$ cat config.mk
export PLATFORM = sky130hd
export DESIGN_NAME = key_event_filter
export DESIGN_NICKNAME = d
export VERILOG_FILES = /design/src/rtl/key_pkg.sv /design/src/rtl/key_sync.sv /design/src/rtl/key_event_filter.sv
export SDC_FILE = /design/constraint.sdc
export NUM_CORES = 1
export LEC_CHECK = 0
export ABC_AREA = 1
export CORE_ASPECT_RATIO = 0.9
export CORE_MARGIN = 5
export CORE_UTILIZATION = 35
export DETAILED_ROUTE_END_ITERATION = 12
export GPL_TIMING_DRIVEN = 0
export SYNTH_ARGS = -nofsm -noshare
export SYNTH_HDL_FRONTEND = slang
export SYNTH_SLANG_ARGS = --single-unit
export TNS_END_PERCENT = 1
$ cat constraint.sdc
create_clock -name clk -period 4.8 [get_ports clk]
set_input_delay 0.96 -clock clk [delete_from_list [all_inputs] [get_ports clk]]
set_output_delay 0.96 -clock clk [all_outputs]
set_load 0.05 [all_outputs]
$ cat src/rtl/key_pkg.sv
// Shared definitions for the push-button path: FSM states, pin polarity and
// the default debounce / long-press / repeat timings used by every key block.
package key_pkg;

    typedef enum logic [1:0] {
        IDLE       = 2'd0,
        PRESS_FILT = 2'd1,
        DOWN       = 2'd2,
        REL_FILT   = 2'd3
    } key_fsm_e;

    localparam logic KEY_PRESSED   = 1'b0;
    localparam int   SYNC_STAGES   = 2;

    // 20 ms, 1 s and 200 ms at a 50 MHz system clock
    localparam int DEF_DEB_CNT    = 1_000_000;
    localparam int DEF_LONG_CNT   = 50_000_000;
    localparam int DEF_REPEAT_CNT = 10_000_000;

endpackage

$ cat src/rtl/key_sync.sv
// N-stage synchronizer for a slow asynchronous pin; resets to RESET_VAL so an
// active-low key reads as released while the chain fills.
module key_sync #(
    parameter int   STAGES    = 2,
    parameter logic RESET_VAL = 1'b1
) (
    input  logic clk,
    input  logic rst_n,
    input  logic din,
    output logic dout
);

    logic [STAGES-1:0] sync;

    always_ff @(posedge clk or negedge rst_n) begin
        if (!rst_n) begin
            sync <= {STAGES{RESET_VAL}};
        end else begin
            sync <= {sync[STAGES-2:0], din};
        end
    end

    assign dout = sync[STAGES-1];

endmodule

$ cat src/rtl/key_event_filter.sv
// Debounces an active-low key and emits press / release / long-press pulses.
// Define KEY_REPEAT_EN to add auto-repeat press pulses after a long press.
module key_event_filter
    import key_pkg::*;
#(
    parameter int DEB_CNT    = DEF_DEB_CNT,
    parameter int LONG_CNT   = DEF_LONG_CNT,
    parameter int REPEAT_CNT = DEF_REPEAT_CNT
) (
    input  logic clk,
    input  logic rst_n,
    input  logic key_in,
    output logic key_state,
    output logic press_pulse,
    output logic release_pulse,
    output logic long_pulse
);

    localparam int DEB_W  = $clog2(DEB_CNT);
    localparam int HOLD_W = $clog2(LONG_CNT + 1);

    if (DEB_CNT < 2 || LONG_CNT <= DEB_CNT || REPEAT_CNT < 2) begin : g_bad_params
        $error("key_event_filter: need DEB_CNT>=2, LONG_CNT>DEB_CNT, REPEAT_CNT>=2");
    end

    key_fsm_e          state, state_nxt;
    logic [DEB_W-1:0]  deb_cnt, deb_nxt;
    logic [HOLD_W-1:0] hold_cnt, hold_nxt;
    logic              key_s;
    logic              held;
    logic              key_state_nxt, press_nxt, release_nxt, long_nxt;
    logic              rep_fire;

    key_sync #(
        .STAGES    (SYNC_STAGES),
        .RESET_VAL (1'b1)
    ) u_sync (
        .clk   (clk),
        .rst_n (rst_n),
        .din   (key_in),
        .dout  (key_s)
    );

    assign held = (state == DOWN) || (state == REL_FILT);

    always_comb begin
        state_nxt     = state;
        deb_nxt       = deb_cnt;
        hold_nxt      = hold_cnt;
        key_state_nxt = key_state;
        press_nxt     = 1'b0;
        release_nxt   = 1'b0;
        long_nxt      = 1'b0;

        // Hold time keeps running through release filtering so a release that
        // is still being debounced cannot postpone the long-press event.
        if (held) begin
            if (hold_cnt != HOLD_W'(LONG_CNT)) begin
                hold_nxt = hold_cnt + 1'b1;
            end
            long_nxt = (hold_cnt == HOLD_W'(LONG_CNT - 2));
        end

        case (state)
            IDLE: begin
                if (key_s == KEY_PRESSED) begin
                    state_nxt = PRESS_FILT;
                    deb_nxt   = '0;
                end
            end
            PRESS_FILT: begin
                if (key_s != KEY_PRESSED) begin
                    state_nxt = IDLE;
                end else if (deb_cnt == DEB_W'(DEB_CNT - 1)) begin
                    state_nxt     = DOWN;
                    press_nxt     = 1'b1;
                    key_state_nxt = 1'b1;
                    hold_nxt      = '0;
                end else begin
                    deb_nxt = deb_cnt + 1'b1;
                end
            end
            DOWN: begin
                if (key_s != KEY_PRESSED) begin
                    state_nxt = REL_FILT;
                    deb_nxt   = '0;
                end
            end
            REL_FILT: begin
                if (key_s == KEY_PRESSED) begin
                    state_nxt = DOWN;
                end else if (deb_cnt == DEB_W'(DEB_CNT - 1)) begin
                    state_nxt     = IDLE;
                    release_nxt   = 1'b1;
                    key_state_nxt = 1'b0;
                    hold_nxt      = '0;
                end else begin
                    deb_nxt = deb_cnt + 1'b1;
                end
            end
            default: begin
                state_nxt = IDLE;
            end
        endcase
    end

`ifdef KEY_REPEAT_EN
    localparam int REP_W = $clog2(REPEAT_CNT);

    logic             rep_on, rep_on_nxt;
    logic [REP_W-1:0] rep_cnt, rep_nxt;

    // Repeat timer arms on the long-press event and only stops once the
    // release is accepted, so rejected release glitches leave it running.
    always_comb begin
        rep_on_nxt = rep_on;
        rep_nxt    = rep_cnt;
        rep_fire   = 1'b0;
        if (!held || state_nxt == IDLE) begin
            rep_on_nxt = 1'b0;
            rep_nxt    = '0;
        end else if (long_nxt) begin
            rep_on_nxt = 1'b1;
            rep_nxt    = '0;
        end else if (rep_on) begin
            if (rep_cnt == REP_W'(REPEAT_CNT - 1)) begin
                rep_nxt  = '0;
                rep_fire = 1'b1;
            end else begin
                rep_nxt = rep_cnt + 1'b1;
            end
        end
    end

    always_ff @(posedge clk or negedge rst_n) begin
        if (!rst_n) begin
            rep_on  <= 1'b0;
            rep_cnt <= '0;
        end else begin
            rep_on  <= rep_on_nxt;
            rep_cnt <= rep_nxt;
        end
    end
`else
    assign rep_fire = 1'b0;
`endif

    always_ff @(posedge clk or negedge rst_n) begin
        if (!rst_n) begin
            state         <= IDLE;
            deb_cnt       <= '0;
            hold_cnt      <= '0;
            key_state     <= 1'b0;
            press_pulse   <= 1'b0;
            release_pulse <= 1'b0;
            long_pulse    <= 1'b0;
        end else begin
            state         <= state_nxt;
            deb_cnt       <= deb_nxt;
            hold_cnt      <= hold_nxt;
            key_state     <= key_state_nxt;
            press_pulse   <= press_nxt | rep_fire;
            release_pulse <= release_nxt;
            long_pulse    <= long_nxt;
        end
    end

endmodule

==> key figures, run 1 <==
Logic synthesis
  – Avg Inst Size Synth: slightly above 7 sq um
  – Mapped Area: 3380 sq um
  – Post-synth EDFFs: 0
  – Yosys warns: 0
  – Commonest cells post-synth: nand2_1 (114), nor2_1 (77), dfrtp_1 (52)
  – Top post-synthesis cells by area: dfrtp_1 (39%), nand2_1 (13%), nor2_1 (8.6%), nand3_1 (5.5%), inv_1 (5.4%)
  – Post-synthesis cell count: 470
  – Sequential area share after synthesis: 0.401
  – Post-synth ARST share: 1.00
  – Seq cells post-synth: 54
  – Synth cell types: 40
  – Top-count cell post-synth: nand2_1
  – Syn_nets: about 480
  – Cell taking the most area after synthesis: dfrtp_1
  – Most used flip-flop cell after synthesis: dfrtp_1
  – Synth top area share: 0.385

Worst setup path
  – Worst path max stage delay: about 0.80 ns
  – Critical-path cell list: clkdlybuf4s50_1
  – Worst Path Arrival: roughly 1.5 ns
  – Worst Setup Path Type: reg -> out
  – Setup crit start: key_state
  – Internal reg-to-reg setup slack: 2.85 ns
  – Crit Path Max Fanout: 2
  – Worst setup endpoint: key_state
  – Crit path capture type: output pin
  – Reg2reg end: hold_cnt[11]
  – Top delay family on crit path: buffers and inverters
  – Crit Reg-Reg Startpoint: deb_cnt[0]
  – Req. time, crit path: 3.84 ns
  – CP bufs+invs: 1
  – Slowest CP cell: clkdlybuf4s50_1
  – Critical path depth: 1
  – R2R depth: 8
  – Critical path startpoint category: register

Detailed routing
  – Drc violations: 0
  – Total routed wirelength: approximately 7600 microns
  – Via count: 3,027
  – WL/cell: about 12 microns
  – Vias per cell: between 4 and 5
  – Antenna viol nets, final: 0
  – Pre-antenna DRT Iters: 4
  – DRT iter0 DRCs: between 150 and 200

Cells and area
  – Layout Cell Area excl Fill: between 3000 and 4000 sq um
  – Final Non-Filler Cells: between 600 and 700
  – Synth-to-Final Area Change: 10.2%
  – Layout cells sized above 1: 0.124
  – Diodes inserted: 0
  – Post-layout net count: just under 500

Global routing
  – Gr usage total: 0.135
  – Vias in the first global route: between 2,000 and 3,000
  – Antenna violations before repair: 0
  – First-pass GRT wire length: 12,800 microns
  – Largest net degree at the start of global routing: 34
  – Aggregate global routing overflow: 0

Floorplan
  – Die Ht: 103 microns
  – Rows: 34
  – Die W: approximately 110 microns
  – Core area: between 9000 and 10,000 sq um
  – Area of the die: around 12,000 sq um
  – Initial core utilization: 0.354
  – I/O Pins: 7

Placement
  – I/O Buffers: 6
  – Post-DP HPWL: 5770 microns
  – Final Wtd Congestion: 0.897
  – DP Worst Slack: approximately 2.7 ns
  – Post-DP Area: 3610 sq um
  – Placed Cells incl. Taps: about 600

Outcome
  – Status: finished, final reports clean

CTS
  – Setup bufs post-CTS: 0
  – Max Root-Sink Buffers: 2
  – Cts hold-fix bufs: 0
  – Clk pin slew, worst setup/hold paths: approximately 0.1 ns
  – CTS root buffer: clkbuf_8
  – Clk_lat worst skew: between 0.3 and 0.4 ns
  – CTS buffer count: 5
  – Clock sink count: between 50 and 60
  – H-tree depth: 2
  – CTS tree: built
  – Resized Gates After CTS: 0

Timing
  – Final worst slack: 2.37 ns
  – Final Max Slew Viols: 0
  – Setup Skew: ~0.010 ns
  – Final setup violation count: 0
  – Final min period: 2.43 ns
  – Part of the cycle the worst path needs: 0.506
  – Final Hold Viols: 0
  – Hold slack: roughly 0.36 ns
  – Worst slew margin: 0.640
  – Worst-margin pin slew: 0.540 ns
  – Max Freq: approximately 0.41 GHz
  – Setup Total Neg Slack: 0 ns
  – RSZ-0062 raised after global routing: false

Power
  – Pwr dens: between 200 and 250 nW/um^2
  – Peak VDD IR: 117 uV
  – Pleak: around 1.6 nW

Job
  – Max Cap Violations: 0

Hold path
  – HP Class: reg -> reg
==> registers in the layout (all words and copies together), names as in the netlist, named ones only <==
register and cells:
key_state 1, press_pulse 1, long_pulse 1, deb_cnt 20, u_sync.sync 2, hold_cnt 26, state 1, release_pulse 1
==> through the flow <==
step | power [W] | utilization
floorplan | 0.000490 | -
finish | 0.000813 | 0.390
global route | 0.000847 | 0.390
detailed placement | 0.000509 | 0.379
CTS | 0.000822 | 0.390
global placement | 0.000507 | 0.377
==> kinds of logic after synthesis <==
group           count (synthesis)  synth area share
xor+xnor                        9            0.0234
compound gates                 38            0.0660
simple gates                  298             0.414
flops                          54             0.401
fa+ha+maj                       4            0.0148
buf+inv                        67            0.0812
==> worst min-delay path by stage <==
stage                              start  depth (start not counted)              to
final                     u_sync.sync[0]                          0  u_sync.sync[1]
after global routing      u_sync.sync[0]                          0  u_sync.sync[1]
after CTS                 u_sync.sync[0]                          0  u_sync.sync[1]
after detailed placement  u_sync.sync[0]                          0  u_sync.sync[1]
after global placement    u_sync.sync[0]                          0  u_sync.sync[1]
after floorplan           u_sync.sync[0]                          0  u_sync.sync[1]
==> routing by layer <==
| layer | global-route usage | wire (microns) | vias to the layer above |
|---|---|---|---|
| met5 | 0 | 0 | - |
| met4 | 0.0434 | 84 | 0 |
| met3 | 0.0227 | 321 | 6 |
| met2 | 0.207 | 3280 | 63 |
| met1 | 0.195 | 3910 | 1421 |
| li1 | - | - | 1537 |
==> cells in the final DEF, fill, tap and decap left out, drive strengths merged <==
master and count:
bufinv 1, clkinvlp 1, clkbuf 8, buf 7, nand3b 2, inv 59
o211ai 1, clkdlybuf4s50 5, a31oi 1, and3 1, nand4 18, xnor2 3
o21bai 3, dfstp 2, ha 4, or2 1, nor3 22, nand2 121
xor2 6, a21oi 5, o21ai 27, nand3 42, o31ai 1, dfrtp 52
nor2 91, clkinv 1
==> power breakdown <==
group | leakage (nW) | total, W | internal, W | switching [W]
Combinational | 0.791 | 0.0000351 | 0.00000987 | 0.0000252
Sequential | 0.743 | 0.000464 | 0.000460 | 0.00000424
Clock | 0.0514 | 0.000314 | 0.000156 | 0.000158
==> area by class of cell <==
cell class | instances | area [sq um]
well taps | 126 | 158
multi-input cells | 349 | 1750
clock inverters | 2 | 37.5
flip-flops and latches | 54 | 1350
plain buffers | 7 | 46.3
inverters | 60 | 228
repair buffers | 7 | 75.1
fillers | 1013 | 5810
clock buffers | 6 | 72.6
Note: power is estimated with default switching activity, not from simulation.
==> inputs of run 2 (changes only) <==
- clock period: 4.8 -> 2.1 ns (I/O delays scaled with it)
==> key figures, run 2 (same netlist as run 1, synthesis figures left out) <==
CTS
  – CTS buffer count: 5
  – Clock sink count: 54
  – Max Root-Sink Buffers: 2
  – CTS tree: built
  – CTS root buffer: clkbuf_8
  – H-tree depth: 2
  – Clk_lat worst skew: between 0.3 and 0.4 ns
  – Clk pin slew, worst setup/hold paths: about 0.10 ns

Timing
  – Setup Skew: around 0.0094 ns
  – Final min period: 1.90 ns
  – Part of the cycle the worst path needs: 0.903
  – Final Hold Viols: 0
  – Max Freq: around 0.53 GHz
  – RSZ-0062 raised after global routing: false
  – Final setup violation count: 0
  – Final Max Slew Viols: 0
  – Worst-margin pin slew: roughly 0.54 ns
  – Worst slew margin: 0.640
  – Setup Total Neg Slack: 0 ns
  – Hold slack: roughly 0.08 ns

Floorplan
  – Core area: about 9500 sq um
  – Area of the die: 11,700 sq um
  – Initial core utilization: 0.354
  – Rows: 34
  – Die Ht: about 100 microns
  – I/O Pins: 7
  – Die W: ~110 microns

Detailed routing
  – Total routed wirelength: between 7000 and 8000 microns
  – Antenna viol nets, final: 0
  – DRT iter0 DRCs: around 190
  – Vias per cell: 4.95
  – Drc violations: 0
  – Pre-antenna DRT Iters: 4
  – Via count: roughly 3,000
  – WL/cell: 12.4 microns

Cells and area
  – Synth-to-Final Area Change: 10.2%
  – Number of flip-flops in the largest register: 26
  – Most common cell after layout, fill and taps aside: nand2_1
  – Most frequent cells in the layout: nand2_1 (114), nor2_1 (77), dfrtp_1 (52), inv_1 (49), nand3_1 (37)
  – Top reg by flops: hold_cnt
  – Biggest regs: hold_cnt: 26 flops, deb_cnt: 20 flops, u_sync.sync: 2 flops
  – Post-layout net count: around 490
  – Diodes inserted: 0
  – Fillers: ~1,000
  – Layout cells sized above 1: 0.124
  – Layout Utilization: 0.390

Worst setup path
  – Crit Path Max Fanout: 9
  – Critical path startpoint category: register
  – Crit path capture type: register
  – Req. time, crit path: about 2.3 ns
  – Worst Setup Path Type: reg -> reg
  – R2R depth: 8
  – Worst Path Arrival: about 2.1 ns

Global routing
  – Vias in the first global route: roughly 2,700
  – Antenna violations before repair: 0
  – Largest net degree at the start of global routing: 34
  – Aggregate global routing overflow: 0
  – Gr usage total: 0.135
  – First-pass GRT wire length: ~13,000 microns

Outcome
  – Status: finished, final reports clean

Job
  – Max Cap Violations: 0

Placement
  – Post-DP HPWL: 5770 microns
  – I/O Buffers: 6
  – Final Wtd Congestion: 0.897

Hold path
  – HP Class: in -> async

Power
  – Peak VDD IR: about 270 uV
  – Pleak: 1.58 nW
  – Pwr dens: 499 nW/um^2
## run 2: cell counts in the layout (fill, tap and decap cells not counted)
No cell type changed its count.
## run 2: worst max-delay path: stages (launching register included)
cell and delay (ns):
dfrtp_1 0.43, ha_1 0.25, nand2_1 0.10, nor2_2 0.10, nand2_2 0.10, nor3_2 0.19
nand4_2 0.31, inv_4 0.24, nor2_1 0.07
## run 2: metal layers
layer,vias to the layer above,track usage,wire (microns)
met3,6,0.0227,313
met4,0,0.0434,84
met1,1422,0.195,3900
met5,-,0,0
met2,59,0.207,3290
li1,1537,-,-
## run 2: worst paths after layout
check | from | to | slack, ns
min | rst_n | deb_cnt[4] | 0.08
max reg2reg | deb_cnt[0] | hold_cnt[11] | 0.20
max | deb_cnt[0] | hold_cnt[11] | 0.20
min reg2reg | u_sync.sync[0] | u_sync.sync[1] | 0.36
min in group clk | u_sync.sync[0] | u_sync.sync[1] | 0.36
max in group asynchronous | rst_n | deb_cnt[7] | 1.46
## run 2: repair_timing
item,in CTS,in global routing
endpoints found under the hold margin,0,0
setup endpoints to repair,0,8
setup buffers,0,0
gates resized for setup,0,1
hold buffers,0,0
## run 2: layout make-up
type                            count  area (sq um)  area share
Clock buffer                        6          72.6      0.0195
Buffer                              7          46.3      0.0124
Sequential cell                    54          1350       0.364
Multi-Input combinational cell    349          1750       0.470
Clock inverter                      2          37.5      0.0101
Tap cell                          126           158      0.0424
Timing Repair Buffer                7          75.1      0.0202
Inverter                           60           230      0.0619
## run 2: where the power goes
part | switching (W) | internal (W)
Combinational | 0.0000577 | 0.0000226
Clock | 0.000359 | 0.000357
Sequential | 0.00000968 | 0.00105
## run 2: through the flow
stage                     instance area, sq um  setup slack, ns  instances  total power (W)
after CTS                                 3720            0.119        611          0.00188
after detailed placement                  3610            0.119        603          0.00116
after global placement                    3590            -1.22        602          0.00116
after floorplan                           3380            0.553        470          0.00112
final                                     3720            0.204        611          0.00186
after global routing                      3720          0.00353        611          0.00194
